<file path="src/rtl/load_store_unit_pkg.sv">
// rtl/load_store_unit_pkg.sv - shared types, op codes and helpers for the load/store unit
//
// Purpose: data-memory op codes, widths, LSU state enum, exception cause codes,
//          MMIO region boundary, and small decode helpers.
// Ports:   none (package).
package load_store_unit_pkg;

   localparam int RF_XLEN   = 32;
   localparam int DM_OPSLEN = 3;

   // op[1:0] selects the access size (00 byte, 01 half, 1x word); op[2] marks
   // unsigned loads. Store codes reuse the signed load encodings.
   localparam logic [DM_OPSLEN-1:0] DM_OPS_LB  = 3'b000;
   localparam logic [DM_OPSLEN-1:0] DM_OPS_LH  = 3'b001;
   localparam logic [DM_OPSLEN-1:0] DM_OPS_LW  = 3'b010;
   localparam logic [DM_OPSLEN-1:0] DM_OPS_LBU = 3'b100;
   localparam logic [DM_OPSLEN-1:0] DM_OPS_LHU = 3'b101;
   localparam logic [DM_OPSLEN-1:0] DM_OPS_SB  = 3'b000;
   localparam logic [DM_OPSLEN-1:0] DM_OPS_SH  = 3'b001;
   localparam logic [DM_OPSLEN-1:0] DM_OPS_SW  = 3'b010;

   // Addresses with every bit at or above this position clear belong to data memory.
   localparam int MMIO_REGION_BIT = 10;

   localparam logic [1:0] EXC_LOAD_MISALIGNED  = 2'b00;
   localparam logic [1:0] EXC_STORE_MISALIGNED = 2'b01;
   localparam logic [1:0] EXC_LOAD_FAULT       = 2'b10;
   localparam logic [1:0] EXC_STORE_FAULT      = 2'b11;

   typedef enum logic [1:0] {
      LSU_IDLE   = 2'b00,
      LSU_DM_ACC = 2'b01,
      LSU_MMIO   = 2'b10,
      LSU_RESP   = 2'b11
   } lsu_state_t;

   function automatic logic addr_aligned(input logic [DM_OPSLEN-1:0] op, input logic [1:0] lo);
      if (op[1])
         return (lo == 2'b00);
      else if (op[0])
         return !lo[0];
      else
         return 1'b1;
   endfunction

   function automatic logic addr_is_dm(input logic [RF_XLEN-1:0] a);
      return (a[RF_XLEN-1:MMIO_REGION_BIT] == '0);
   endfunction

endpackage

</file>
<file path="src/rtl/lsu_align.sv">
// rtl/lsu_align.sv - byte-lane enables, store lane replication and load shift/extend
//
// Purpose: combinational lane logic for the MMIO path.
// Ports:   op        in  access op code
//          addr_lo   in  byte offset within the word
//          wdata     in  store data (right-justified)
//          rdata     in  word-lane read data
//          be        out byte enables
//          wdata_lanes out store data replicated into the addressed lane(s)
//          rdata_ext out read data shifted down and sign/zero extended
module lsu_align
   import load_store_unit_pkg::*;
(
   input  logic [DM_OPSLEN-1:0] op,
   input  logic [1:0]           addr_lo,
   input  logic [RF_XLEN-1:0]   wdata,
   input  logic [RF_XLEN-1:0]   rdata,
   output logic [3:0]           be,
   output logic [RF_XLEN-1:0]   wdata_lanes,
   output logic [RF_XLEN-1:0]   rdata_ext
);

   logic [RF_XLEN-1:0] shifted;

   always_comb begin
      be          = 4'b0000;
      wdata_lanes = '0;
      rdata_ext   = '0;
      shifted     = rdata >> {addr_lo, 3'b000};
      if (op[1]) begin
         be          = 4'b1111;
         wdata_lanes = wdata;
         rdata_ext   = shifted;
      end else if (op[0]) begin
         be          = 4'b0011 << addr_lo;
         wdata_lanes = {2{wdata[15:0]}};
         rdata_ext   = op[2] ? {16'h0000, shifted[15:0]}
                             : {{16{shifted[15]}}, shifted[15:0]};
      end else begin
         be          = 4'b0001 << addr_lo;
         wdata_lanes = {4{wdata[7:0]}};
         rdata_ext   = op[2] ? {24'h000000, shifted[7:0]}
                             : {{24{shifted[7]}}, shifted[7:0]};
      end
   end

endmodule

</file>
<file path="src/rtl/load_store_unit.sv">
// rtl/load_store_unit.sv - load/store unit with data-memory and MMIO paths
//
// Purpose: accepts one load/store at a time from the pipeline, checks alignment,
//          routes it to data memory or the MMIO bus, and reports a writeback
//          result or an exception.
// Ports:   clk, rst                         clock, synchronous active-high reset
//          ex_valid/ex_ready                request handshake
//          ex_is_load, ex_is_store, ex_op   request type and op code
//          ex_addr, ex_wdata, ex_rd         address, store data, load destination
//          dm_*                             data-memory port (active only in DM_ACC)
//          mmio_*                           MMIO bus (held while waiting for ack)
//          wb_valid, wb_rd, wb_data         load writeback pulse
//          exc_valid, exc_cause, exc_addr   exception pulse
//          busy                             high whenever not idle
module load_store_unit
   import load_store_unit_pkg::*;
#(
   parameter int TIMEOUT = 255
) (
   input  logic                 clk,
   input  logic                 rst,
   input  logic                 ex_valid,
   output logic                 ex_ready,
   input  logic                 ex_is_load,
   input  logic                 ex_is_store,
   input  logic [DM_OPSLEN-1:0] ex_op,
   input  logic [RF_XLEN-1:0]   ex_addr,
   input  logic [RF_XLEN-1:0]   ex_wdata,
   input  logic [4:0]           ex_rd,
   output logic                 dm_rd_en,
   output logic                 dm_wr_en,
   output logic [DM_OPSLEN-1:0] dm_rd_op,
   output logic [DM_OPSLEN-1:0] dm_wr_op,
   output logic [RF_XLEN-1:0]   dm_addr,
   output logic [RF_XLEN-1:0]   dm_wdata,
   input  logic [RF_XLEN-1:0]   dm_rdata,
   input  logic                 dm_valid,
   output logic                 mmio_req,
   output logic                 mmio_we,
   output logic [RF_XLEN-1:0]   mmio_addr,
   output logic [RF_XLEN-1:0]   mmio_wdata,
   output logic [3:0]           mmio_be,
   input  logic [RF_XLEN-1:0]   mmio_rdata,
   input  logic                 mmio_ack,
   output logic                 wb_valid,
   output logic [4:0]           wb_rd,
   output logic [RF_XLEN-1:0]   wb_data,
   output logic                 exc_valid,
   output logic [1:0]           exc_cause,
   output logic [RF_XLEN-1:0]   exc_addr,
   output logic                 busy
);

   localparam int CNT_W = $clog2(TIMEOUT + 1);

   lsu_state_t state, state_next;

   logic                 r_store;
   logic [DM_OPSLEN-1:0] r_op;
   logic [RF_XLEN-1:0]   r_addr;
   logic [RF_XLEN-1:0]   r_wdata;
   logic [4:0]           r_rd;
   logic [CNT_W-1:0]     wait_cnt;

   logic accept, req_mem, req_aligned, req_dm, timeout_hit;

   logic [3:0]         al_be;
   logic [RF_XLEN-1:0] al_wdata;
   logic [RF_XLEN-1:0] al_rdata;

   assign accept      = ex_valid && (state == LSU_IDLE);
   assign req_mem     = ex_is_load || ex_is_store;
   assign req_aligned = addr_aligned(ex_op, ex_addr[1:0]);
   assign req_dm      = addr_is_dm(ex_addr);
   // The counter starts at 0 in the first MMIO cycle, so this is the last
   // cycle mmio_req may stay up; an ack arriving here still completes.
   assign timeout_hit = (wait_cnt == CNT_W'(TIMEOUT - 1));

   lsu_align u_align (
      .op          (r_op),
      .addr_lo     (r_addr[1:0]),
      .wdata       (r_wdata),
      .rdata       (mmio_rdata),
      .be          (al_be),
      .wdata_lanes (al_wdata),
      .rdata_ext   (al_rdata)
   );

   always_ff @(posedge clk) begin
      if (rst)
         state <= LSU_IDLE;
      else
         state <= state_next;
   end

   always_comb begin
      state_next = state;
      ex_ready   = 1'b0;
      busy       = 1'b1;
      dm_rd_en   = 1'b0;
      dm_wr_en   = 1'b0;
      dm_rd_op   = '0;
      dm_wr_op   = '0;
      dm_addr    = '0;
      dm_wdata   = '0;
      mmio_req   = 1'b0;
      mmio_we    = 1'b0;
      mmio_addr  = '0;
      mmio_wdata = '0;
      mmio_be    = 4'b0000;
      case (state)
         LSU_IDLE: begin
            ex_ready = 1'b1;
            busy     = 1'b0;
            if (accept && req_mem && req_aligned)
               state_next = req_dm ? LSU_DM_ACC : LSU_MMIO;
         end
         LSU_DM_ACC: begin
            dm_rd_en   = !r_store;
            dm_wr_en   = r_store;
            dm_rd_op   = r_store ? '0 : r_op;
            dm_wr_op   = r_store ? r_op : '0;
            dm_addr    = r_addr;
            dm_wdata   = r_store ? r_wdata : '0;
            state_next = LSU_RESP;
         end
         LSU_MMIO: begin
            mmio_req   = 1'b1;
            mmio_we    = r_store;
            mmio_addr  = {r_addr[RF_XLEN-1:2], 2'b00};
            mmio_be    = al_be;
            mmio_wdata = r_store ? al_wdata : '0;
            if (mmio_ack)
               state_next = LSU_RESP;
            else if (timeout_hit)
               state_next = LSU_IDLE;
         end
         LSU_RESP: begin
            state_next = LSU_IDLE;
         end
         default: begin
            state_next = LSU_IDLE;
         end
      endcase
   end

   always_ff @(posedge clk) begin
      if (rst) begin
         r_store   <= 1'b0;
         r_op      <= '0;
         r_addr    <= '0;
         r_wdata   <= '0;
         r_rd      <= '0;
         wait_cnt  <= '0;
         wb_valid  <= 1'b0;
         wb_rd     <= '0;
         wb_data   <= '0;
         exc_valid <= 1'b0;
         exc_cause <= '0;
         exc_addr  <= '0;
      end else begin
         wb_valid  <= 1'b0;
         exc_valid <= 1'b0;
         case (state)
            LSU_IDLE: begin
               if (accept && req_mem) begin
                  // A request with both type bits set is treated as a store.
                  r_store  <= ex_is_store;
                  r_op     <= ex_op;
                  r_addr   <= ex_addr;
                  r_wdata  <= ex_wdata;
                  r_rd     <= ex_rd;
                  wait_cnt <= '0;
                  if (!req_aligned) begin
                     exc_valid <= 1'b1;
                     exc_cause <= ex_is_store ? EXC_STORE_MISALIGNED : EXC_LOAD_MISALIGNED;
                     exc_addr  <= ex_addr;
                  end
               end
            end
            LSU_DM_ACC: begin
               if (!r_store) begin
                  if (dm_valid) begin
                     wb_valid <= 1'b1;
                     wb_rd    <= r_rd;
                     wb_data  <= dm_rdata;
                  end else begin
                     exc_valid <= 1'b1;
                     exc_cause <= EXC_LOAD_FAULT;
                     exc_addr  <= r_addr;
                  end
               end
            end
            LSU_MMIO: begin
               if (mmio_ack) begin
                  if (!r_store) begin
                     wb_valid <= 1'b1;
                     wb_rd    <= r_rd;
                     wb_data  <= al_rdata;
                  end
               end else if (timeout_hit) begin
                  exc_valid <= 1'b1;
                  exc_cause <= r_store ? EXC_STORE_FAULT : EXC_LOAD_FAULT;
                  exc_addr  <= r_addr;
               end else begin
                  wait_cnt <= wait_cnt + CNT_W'(1);
               end
            end
            default: begin
            end
         endcase
      end
   end

endmodule

</file>
<file path="config.mk">
export PLATFORM = sky130hd
export DESIGN_NAME = load_store_unit
export DESIGN_NICKNAME = d
export VERILOG_FILES = /design/src/rtl/load_store_unit_pkg.sv /design/src/rtl/lsu_align.sv /design/src/rtl/load_store_unit.sv
export SDC_FILE = /design/constraint.sdc
export NUM_CORES = 1
export LEC_CHECK = 0
export BUFFER_PORTS_ARGS = -buffer_cell sky130_fd_sc_hd__buf_2
export CORE_AREA = 2 2 159 161
export CTS_CLUSTER_DIAMETER = 30
export DETAILED_ROUTE_END_ITERATION = 8
export DIE_AREA = 0 0 161 163
export PLACE_DENSITY_LB_ADDON = 0.1
export SLEW_MARGIN = 20
export SYNTH_ARGS = -nofsm -noshare
export SYNTH_HDL_FRONTEND = slang
export SYNTH_SLANG_ARGS = --single-unit
</file>
<file path="constraint.sdc">
create_clock -name clk -period 2.8 [get_ports clk]
set_input_delay 0.14 -clock clk [delete_from_list [all_inputs] [get_ports clk]]
set_output_delay 0.14 -clock clk [all_outputs]
set_load 0.01 [all_outputs]
</file>
==> metrics, run 1 <==
status complete, no violations; total number of clock tree sinks 156; number of pins exceeding their max-slew limit in the final report 0; maximum VDD drop 387 uV; Pleak 5.34 nW; EDFF count, synth 0; number of antenna violations at the first check in global routing 2; number of primary I/O pins 360; Total Negative Setup Slacks 0 ps; transition time at the pin with the least slew margin 851 ps; Arr. time, crit path 2470 ps; leading cell types in the layout, fill and taps excluded buf_2, nand2_1, dfxtp_1, a21oi_1, dlygate4sd3_1; power density cells 814 nW/um^2; logic gate share of total power 43.6%; critical path class reg -> out; Finish-stage setup viols 0; H-tree level count 4; global-route wire length before repair 49.9 mm; Post-synth top flop dfxtp_1; total iterations of the first detailed-routing run 5; hold crit path type in -> reg; total of flip-flops plus latches after synthesis 156; Setup crit start kind flop; fill count 2,517; fraction of layout instances using a drive strength above 1 29.5%; total CTS buffers 17; data required time at the worst endpoint 2660 ps; horizontal die dimension 161 um; worst-case setup margin in the final layout 194 ps; CTS clk-pin slew, worst paths 70 ps; Remaining DRCs 0; period utilisation layout 93.1%; gate count of the mapped netlist 1,104; cts repair resizes 0; port buffer count 357; relative contribution of sequential cells to total power 32.6%; number of warnings reported in the yosys synthesis log 0; Internal Dissipation 5.55 mW; remaining global-route overflow 0; worst-skew pair later-pin latency 420 ps; Clk pwr share 23.9%; mean routed wirelength per cell 18.0 um; netlist area before placement 8510 um^2; Total Die Area 26,200 um^2; number of distinct library cell variants in the gate-level netlist after synthesis 48; number of violations of the max-capacitance limit 0; count of vias placed by the detailed router 9,249; time the final worst path needs with I/O delays and setup 2610 ps; Starting DRT DRC Count 481; unrepaired setup endpoints after global routing false; Syn Area/Cell 7.71 um^2; top fanout value on the critical path 72; gpl congestion 0.845; Net count, final 1,626; vias in the first global route 8,830; cell chosen for the clock root clkbuf_16; Tot GR Track Use 24.0%; synthesis-to-finish area growth 39.3%; worst hold-check slack 23.9 ps; remaining antenna violation count 0; initial core utilization 34.5%; clock skew after layout 15.9 ps; switching share of total power 42.6%; core region area 24,700 um^2; Tot Pwr 9.66 mW; Setup WS pre-CTS 516 ps; count of standard-cell rows 58; most common cell after layout, fill and taps aside buf_2; hold violation total from the final report 0; utilization of the core after routing 48.1%; FFs w/ async S/R, synth 0%; pin count of the biggest net entering global routing 76; via density per instance 5.08; switching power of the nets 4.11 mW; estimated wirelength of the detail-placed design 23.2 mm; Bufs on Longest Clock Path 2; Relative slew margins 43.3%; CTS tree built; maximum operating frequency 384 MHz; portion of the post-synthesis area used by sequential elements 36.7%; endpoint type of the worst setup path output port; die height 163 um; Routed WL 32.8 mm
[per-layer routing]
layer | GRT usage, % | routed length (um)
met5 | 0 | 0
met4 | 4.83 | 191
met1 | 32.1 | 14800
met2 | 41.0 | 16100
met3 | 4.20 | 1670
[through the flow]
step	area, um^2	instances
after floorplan	8520	1105
after global placement	10500	1712
after detailed placement	10500	1712
after CTS	11900	1818
after global routing	11900	1820
final	11900	1820
[final cells by class]
class                   instances  area (um^2)  area share, %
diodes                          2         5.00         0.0422
clock buffers                  17          425           3.59
clock inverters                15          158           1.33
inverters                      20         75.1          0.633
multi-input cells             822         4920           41.4
flip-flops and latches        156         3130           26.3
well taps                     330          413           3.48
repair buffers                458         2750           23.1
[cells by family (layout without fill, tap and decap cells)]
logic type	count (synthesis)	count (layout)	synth area share, %
AND/OR/NAND/NOR	451	451	25.3
AO/OA/AOI/OAI	280	280	20.8
flip-flops	156	156	36.7
buffers and inverters	127	510	6.22
multiplexers	81	81	9.79
adder cells (fa/ha/maj)	8	8	1.18
other	1	4	0.0440
[final timing paths]
check / slack, ps / to / cells after the start / from
hold / removal: 20 / wb_data[30] / 3 / dm_rdata[30]
setup / recovery: 190 / dm_rd_op[1] / 6 / state[1]
setup reg to reg: 500 / exc_addr[7] / 8 / state[1]
hold reg to reg: 460 / wb_rd[1] / 2 / r_rd[1]
[cells in the mapped netlist (2+ instances only)]
cell         n  share of area [%]
clkbuf_1    82                3.6
mux2_2       8                1.1
nand2_1    210                9.3
a211oi_1    51                4.5
mux2i_1     72                8.5
buf_4        5               0.44
nor3_1       3               0.18
o21ai_0     20                1.2
a221oi_1     9               0.93
a21oi_1    113                6.6
nand3_1     12               0.71
nand3b_1    17                1.5
nor4_1       5               0.37
o21a_1       4               0.35
dfxtp_1    156                 37
o2111ai_1    2               0.21
and3_1      46                3.4
o31ai_2      2               0.29
nand2b_1    11               0.81
buf_1        3               0.13
o211ai_1    10               0.88
o32ai_1      3               0.31
nor2b_1     10               0.73
ha_1         8                1.2
a31oi_1     49                3.6
and2_1      66                4.9
o41ai_1      8               0.82
buf_6        2               0.26
buf_2       15               0.88
nor2_1      61                2.7
nand4_1      2               0.15
inv_1       20               0.88
or3_1        2               0.15
o21bai_1     2               0.18
or3b_2       2               0.21
[worst max-delay path, stage by stage, from the launching register on]
cell and delay (ps):
dfxtp_1 370, inv_1 130, ha_2 200, buf_4 530, nor2b_1 490, and2_1 200, buf_2 120
[power groups by stage]
| stage | clock network (mW) | registers [mW] | logic (mW) |
|---|---|---|---|
| after floorplan | 0 | 3.24 | 2.58 |
| after global placement | 0 | 3.20 | 4.07 |
| after detailed placement | 0 | 3.19 | 4.14 |
| after CTS | 2.36 | 3.15 | 4.22 |
| after global routing | 2.45 | 3.21 | 4.62 |
| final | 2.30 | 3.15 | 4.21 |
[state kept, by name, indices dropped and copies added, names as in the netlist, 3 cells and up]
signal and cells:
wb_data 32, wait_cnt 8, r_op 3, r_rd 5, wb_rd 5, exc_addr 32
r_wdata 32, r_addr 32
[repair_timing]
action / in CTS / in global routing
endpoints found under the hold margin: 74 / 0
hold buffers: 74 / 0
buffers inserted: 0 / 0
No activity file was read; power rests on OpenSTA's default activity.
==> inputs of run 2 (changes only) <==
Settings changed: CORE_AREA 2 2 159 161 to 2 2 161 163, DIE_AREA 0 0 161 163 to 0 0 163 165, SYNTH_HIERARCHICAL set to 1.
Clock period 2.8 ns to 3.1 ns, I/O delays scaled along.
==> run 2 against run 1 <==
Die area up 2.5%. Register-to-register slack improved by 170 ps. Routed wire length up 0.69%. Sequential power is 4% lower. First-iteration DRC count up 18%. Final area increased by 0.38%. Synthesized cell count decreased by 2.5%. Sequential cell count unchanged. Clock power fell by 12%. Global-route usage down 0.46 points. Combinational power decreased by 11%.
==> metrics, run 2 <==
status complete, no violations (unchanged); cell chosen for the clock root clkbuf_16 (unchanged); leading cell types in the layout, fill and taps excluded buf_2, nand2_1, dfxtp_1, a21oi_1, mux2i_1 (was buf_2, nand2_1, dfxtp_1, a21oi_1, dlygate4sd3_1); top fanout value on the critical path 74 (was 72); total of flip-flops plus latches after synthesis 156 (unchanged); core region area 25,000 um^2 (was 24,700 um^2); period utilisation layout 78.5%; post-route met1 wirelength 13.9 mm (was 14.8 mm); Tot Pwr 8.79 mW (was 9.66 mW); Clk pwr share 23.0% (was 23.9%); critical path cell sequence inv_1 > ha_2 > o211ai_4 > buf_4 > a2bb2oi_1 > a211o_1 > o41ai_1 (was inv_1 > ha_2 > buf_4 > nor2b_1 > and2_1 > buf_2); maximum operating frequency 411 MHz; initial core utilization 34.8% (was 34.5%); FFs w/ async S/R, synth 0% (unchanged); Tot GR Track Use 23.6% (was 24.0%); longest individual stage delay on the worst path 690 ps (was 530 ps); remaining antenna violation count 0 (unchanged); H-tree level count 4 (unchanged); Syn Area/Cell 8.11 um^2 (was 7.71 um^2); unrepaired setup endpoints after global routing false (unchanged); fill count 2,604 (was 2,517); Internal Dissipation 5.25 mW (was 5.55 mW); number of primary I/O pins 360 (unchanged); number of violations of the max-capacitance limit 0 (unchanged); via density per instance 5.13 (was 5.08); number of pins exceeding their max-slew limit in the final report 0 (unchanged); Net count, final 1,582 (was 1,626); Starting DRT DRC Count 569 (was 481); number of antenna violations at the first check in global routing 1 (was 2); Total Negative Setup Slacks 0 ps (unchanged); die height 165 um (was 163 um); leading cell type by number of instances after synthesis nand2_1 (unchanged); data required time at the worst endpoint 3410 ps (was 2660 ps); endpoint type of the worst setup path flop (was output port); Remaining DRCs 0 (unchanged); Finish-stage setup viols 0 (unchanged); worst-skew pair later-pin latency 430 ps (was 420 ps); pin count of the biggest net entering global routing 75 (was 76); number of warnings reported in the yosys synthesis log 6 (was 0); mean routed wirelength per cell 18.6 um (was 18.0 um); clock skew after layout 13.0 ps (was 15.9 ps); vias in the first global route 8,540 (was 8,830); switching power of the nets 3.54 mW (was 4.11 mW); gpl congestion 0.851 (was 0.845); horizontal die dimension 163 um (was 161 um); critical path class reg -> reg (was reg -> out); total CTS buffers 17 (unchanged); Bufs on Longest Clock Path 2 (unchanged); area share of the largest cell type after synthesis 35.8% (was 36.7%); area leader, netlist dfxtp_1 (unchanged); hold crit path type in -> reg (unchanged); total number of clock tree sinks 156 (unchanged); hold violation total from the final report 0 (unchanged); CTS clk-pin slew, worst paths 60 ps (was 70 ps); family of cells with the greatest summed delay on the critical path buffers and inverters (unchanged); Setup crit start kind flop (unchanged); EDFF count, synth 0 (unchanged); Total Die Area 26,900 um^2 (was 26,200 um^2); transition time at the pin with the least slew margin 892 ps (was 851 ps); total iterations of the first detailed-routing run 5 (unchanged); count of vias placed by the detailed router 9,108 (was 9,249); most common cell after layout, fill and taps aside buf_2 (unchanged); Pleak 5.49 nW (was 5.34 nW); netlist area before placement 8720 um^2 (was 8510 um^2); Arr. time, crit path 2750 ps (was 2470 ps); Post-synth top flop dfxtp_1 (unchanged); remaining global-route overflow 0 (unchanged); combined buffer and inverter count along the critical path 2 (was 3); synthesis-to-finish area growth 36.5% (was 39.3%); port buffer count 357 (unchanged); portion of the post-synthesis area used by sequential elements 35.8% (was 36.7%); power density cells 738 nW/um^2 (was 814 nW/um^2); switching share of total power 40.3% (was 42.6%); fraction of layout instances using a drive strength above 1 31.6% (was 29.5%); maximum VDD drop 366 uV (was 387 uV); top cells by count, synth nand2_1, dfxtp_1, a21oi_1 (unchanged); worst hold-check slack 14.7 ps (was 23.9 ps); gate count of the mapped netlist 1,076 (was 1,104); count of standard-cell rows 58 (unchanged); highest routed layer met4 (unchanged); global-route wire length before repair 49.3 mm (was 49.9 mm); largest cells by area after synthesis dfxtp_1, mux2i_1, nand2_1 (was dfxtp_1, nand2_1, mux2i_1); CTS tree built (unchanged); time the final worst path needs with I/O delays and setup 2430 ps; logic gate share of total power 42.7% (was 43.6%); Met2 Wirelength 16.7 mm (was 16.1 mm); cell type of the slowest stage on the worst timing path buf_4 (unchanged); Routed WL 33.0 mm (was 32.8 mm); relative contribution of sequential cells to total power 34.3% (was 32.6%); Relative slew margins 40.6% (was 43.3%); estimated wirelength of the detail-placed design 23.3 mm (was 23.2 mm); met3 wire length 2.05 mm (was 1.67 mm); number of distinct library cell variants in the gate-level netlist after synthesis 53 (was 48)
==> run 2: cell count changes in the layout (fill, tap and decap cells not counted), moves of 17 or more <==
cell | previous run | this run
nand2_1 | 210 | 166
nand3b_1 | 17 | 0
and3_1 | 46 | 68
mux2i_1 | 72 | 95
a211oi_1 | 51 | 75
==> run 2: final cells by class <==
| type | count | area [um^2] | share of cell area, % |
|---|---|---|---|
| tap | 330 | 413 | 3.47 |
| clock inverter | 12 | 113 | 0.946 |
| antenna | 1 | 2.50 | 0.0210 |
| multi-input combinational | 799 | 5090 | 42.7 |
| sequential | 156 | 3130 | 26.2 |
| clock buffer | 20 | 437 | 3.67 |
| inverter | 8 | 30.0 | 0.252 |
| timing repair buffer | 449 | 2700 | 22.7 |
==> run 2: per-stage QoR <==
step / setup slack [ps] / instances / utilization [%] / cell area (um^2)
final: 668 / 1775 / 47.6 / 11900
after global routing: 501 / 1775 / 47.6 / 11900
after CTS: 638 / 1774 / 47.6 / 11900
after detailed placement: 693 / 1675 / 42.7 / 10700
after global placement: 731 / 1675 / 42.7 / 10700
after floorplan: 1140 / 1077 / - / 8730
==> run 2: cell families (layout without fill, tap and decap cells) <==
family          after synthesis  count (layout)  share of synthesized area (%)
fa+ha+maj                     8               8                           1.15
compound gates              261             261                           19.9
flops                       156             156                           35.8
simple gates                415             415                           23.6
mux                         113             113                           13.4
other cells                   1               3                         0.0430
buf+inv                     122             489                           6.24
==> run 2: what timing repair did <==
item / 4_1_cts / 5_1_grt
resized for setup: 0 / 0
setup endpoints to repair: 0 / 0
buffers inserted: 0 / 0
hold buffers: 67 / 0
hold endpoints to repair: 67 / 0
==> run 2: per-layer routing <==
layer / track usage [%] / up-vias
met5: 0 / -
met4: 5.11 / 0
met3: 4.90 / 24
met2: 42.2 / 316
met1: 29.1 / 4265
li1: - / 4503
==> run 2: power groups by stage <==
stage / combinational, mW / sequential [mW] / clock (mW)
after global routing: 4.14 / 3.09 / 2.15
after global placement: 3.69 / 3.06 / 0
after detailed placement: 3.72 / 3.07 / 0
after CTS: 3.79 / 3.03 / 2.06
after floorplan: 2.28 / 3.14 / 0
final: 3.75 / 3.02 / 2.02
==> run 2: path summary, 6_finish.rpt <==
path | slack [ps] | endpoint | cells after the start | startpoint
hold / removal | 10 | r_addr[31] | 3 | ex_addr[31]
setup / recovery | 670 | state[1] | 7 | state[0]
setup reg to reg | 670 | state[1] | 7 | state[0]
hold reg to reg | 460 | r_rd[1] | 2 | r_rd[1]
==> run 2: tightest hold or removal path, delay by kind of cell <==
kind / cells / cell delay [ps]
buf+inv: 1 / 130
simple gates: 1 / 60
compound gates: 1 / 50
==> inputs of run 3 (changes only) <==
Clock period 3.1 ns to 2.3 ns, I/O delays scaled along.
==> run 3 against run 2 <==
Routed wire length is 1.4% lower. Total power is 39% higher. Register-to-register slack worse by 520 ps. Sequential share of layout area is 0.54 points lower. Global-route usage is 0.47 points lower. Die area stayed put. Largest cell class unchanged.
==> metrics, run 3 (synthesis gave the netlist of run 2 again) <==
CTS tree built (unchanged); Finish-stage setup viols 0 (unchanged); Tot Pwr 12.2 mW (was 8.79 mW); number of antenna violations at the first check in global routing 4 (was 1); critical path cell sequence buf_6 > nor2_4 > buf_4 > mux2_2 > and3_1 > buf_2 (was inv_1 > ha_2 > o211ai_4 > buf_4 > a2bb2oi_1 > a211o_1 > o41ai_1); number of primary I/O pins 360 (unchanged); Global Route met3 Usage 4.47% (was 4.90%); synthesis-to-finish area growth 39.4% (was 36.5%); family of cells with the greatest summed delay on the critical path buffers and inverters (unchanged); number of pins exceeding their max-slew limit in the final report 0 (unchanged); leading cell types in the layout, fill and taps excluded buf_2, nand2_1, dfxtp_1, a21oi_1, mux2i_1 (unchanged); Setup crit start kind flop (unchanged); Bufs on Longest Clock Path 2 (unchanged); period utilisation layout 95.4%; min-delay src dm_rdata[8] (was ex_addr[31]); top fanout value on the critical path 12 (was 74); endpoint type of the worst setup path output port (was flop); maximum VDD drop 476 uV (was 366 uV); global-route wire length before repair 48.6 mm (was 49.3 mm); worst-skew pair later-pin latency 430 ps (about the same); fill count 2,562 (was 2,604); pin count of the biggest net entering global routing 71 (was 75); cell type of the slowest stage on the worst timing path dfxtp_1 (was buf_4); GR met2 Demand/Resource 40.8% (was 42.2%); vias in the first global route 8,674 (was 8,540); unrepaired setup endpoints after global routing false (unchanged); Placed Instance Area 10,800 um^2 (was 10,700 um^2); horizontal die dimension 163 um (unchanged); maximum operating frequency 456 MHz; total CTS buffers 17 (unchanged); Net count, final 1,601 (was 1,582); remaining global-route overflow 0 (unchanged); start point of the critical path r_op[0] (was state[0]); die height 165 um (unchanged); Critical path destination mmio_wdata[13] (was state[1]); setup slack on the worst flop-to-flop path 150 ps (was 670 ps); worst flop-to-flop path startpoint state[0] (unchanged); global-route track usage on met1 28.4% (was 29.1%); port buffer count 357 (unchanged); time the final worst path needs with I/O delays and setup 2190 ps; data required time at the worst endpoint 2180 ps (was 3410 ps); Total Negative Setup Slacks 0 ps (unchanged); Starting DRT DRC Count 581 (was 569); worst-case setup margin in the final layout 107 ps (was 668 ps); core region area 25,000 um^2 (unchanged); worst hold-check slack 28.5 ps (was 14.7 ps); number of violations of the max-capacitance limit 0 (unchanged); count of vias placed by the detailed router 9,182 (was 9,108); transition time at the pin with the least slew margin 555 ps (was 892 ps); estimated wirelength of the detail-placed design 23.5 mm (was 23.3 mm); end of the worst register-to-register path wb_data[6] (was state[1]); cell chosen for the clock root clkbuf_16 (unchanged); initial core utilization 34.8% (unchanged); logic depth of the worst setup path including buffers 6 (was 7); Setup WS pre-CTS 174 ps (was 693 ps); critical path class reg -> out (was reg -> reg); Total Die Area 26,900 um^2 (unchanged); final non-filler cell area 12,200 um^2 (was 11,900 um^2); status complete, no violations (unchanged); Arr. time, crit path 2080 ps (was 2750 ps); Remaining DRCs 0 (unchanged); gpl congestion 0.833 (was 0.851); total iterations of the first detailed-routing run 5 (unchanged); mean routed wirelength per cell 18.1 um (was 18.6 um); most common cell after layout, fill and taps aside buf_2 (unchanged); Pleak 5.63 nW (was 5.49 nW); fraction of layout instances using a drive strength above 1 32.5% (was 31.6%); Tot GR Track Use 23.1% (was 23.6%); count of standard-cell rows 58 (unchanged); highest-utilization routing layer at the global route stage met2 (unchanged); via density per instance 5.11 (was 5.13); CTS clk-pin slew, worst paths 70 ps (was 60 ps); depth of the worst register-to-register path 7 (unchanged); Routed WL 32.6 mm (was 33.0 mm); H-tree level count 4 (unchanged); longest individual stage delay on the worst path 410 ps (was 690 ps); total number of clock tree sinks 156 (unchanged); clock skew after layout 15.9 ps (was 13.0 ps); remaining antenna violation count 0 (unchanged); hold crit path type in -> reg (unchanged); hold violation total from the final report 0 (unchanged); power density cells 1000 nW/um^2 (was 738 nW/um^2); combined buffer and inverter count along the critical path 3 (was 2); Relative slew margins 63.0% (was 40.6%)
## run 3: changes by cell type in the layout (fill, tap and decap cells not counted), sizes merged
cell | previous run | this run
clkbuf | 20 | 17
dlygate4sd3 | 67 | 72
buf | 382 | 396
clkinv | 2 | 1
inv | 12 | 19
clkinvlp | 5 | 1
bufinv | 1 | 2
diode | 1 | 4
## run 3: where the power goes
part / internal, mW / switching (mW) / total (mW)
registers: 3.49 / 0.558 / 4.05
logic: 2.16 / 3.03 / 5.19
clock network: 1.66 / 1.31 / 2.97
total: 7.31 / 4.90 / 12.2
## run 3: layer usage
layer | wire, um | up-vias | part of all wire [%]
met3 | 1760 | 36 | 5.4
li1 | - | 4542 | -
met4 | 632 | 0 | 1.9
met2 | 16400 | 289 | 50
met1 | 13800 | 4315 | 42
met5 | 0 | - | 0
## run 3: area by class of cell
class	count	area, um^2	share of cell area (%)
multi-input combinational	799	5100	41.9
antenna	4	10.0	0.0823
inverter	8	30.0	0.247
clock buffer	17	425	3.50
tap	330	413	3.40
sequential	156	3130	25.7
clock inverter	15	188	1.54
timing repair buffer	468	2870	23.6
## run 3: how the worst min path moves through the flow
| stage | endpoint | slack, ps | cells past startpoint |
|---|---|---|---|
| after floorplan | r_rd[0] | 250 | 2 |
| after global placement | r_wdata[20] | 360 | 3 |
| after detailed placement | r_wdata[9] | 360 | 3 |
| after CTS | wb_data[8] | 10 | 3 |
| after global routing | wb_data[13] | 20 | 3 |
| final | wb_data[8] | 30 | 3 |
## run 3: timing repair
action                                 in CTS  in global routing
hold buffers                               72                  0
resized for setup                           4                  4
setup endpoints to repair                  13                 36
endpoints found under the hold margin      72                  0
setup buffers                               0                  0
## run 3: worst register-to-register path, cell delays in order, from the launching register on
cell       delay [ps]
dfxtp_1           390
inv_1             130
ha_4              270
nor2b_1           200
a2111oi_4         430
buf_12            310
nor2_1            110
a211oi_1          230
## run 3: stage by stage
step,std cells,util (%)
finish,1797,48.6
global route,1797,48.6
CTS,1793,48.5
detailed placement,1689,43.1
global placement,1689,43.1
floorplan,1077,-
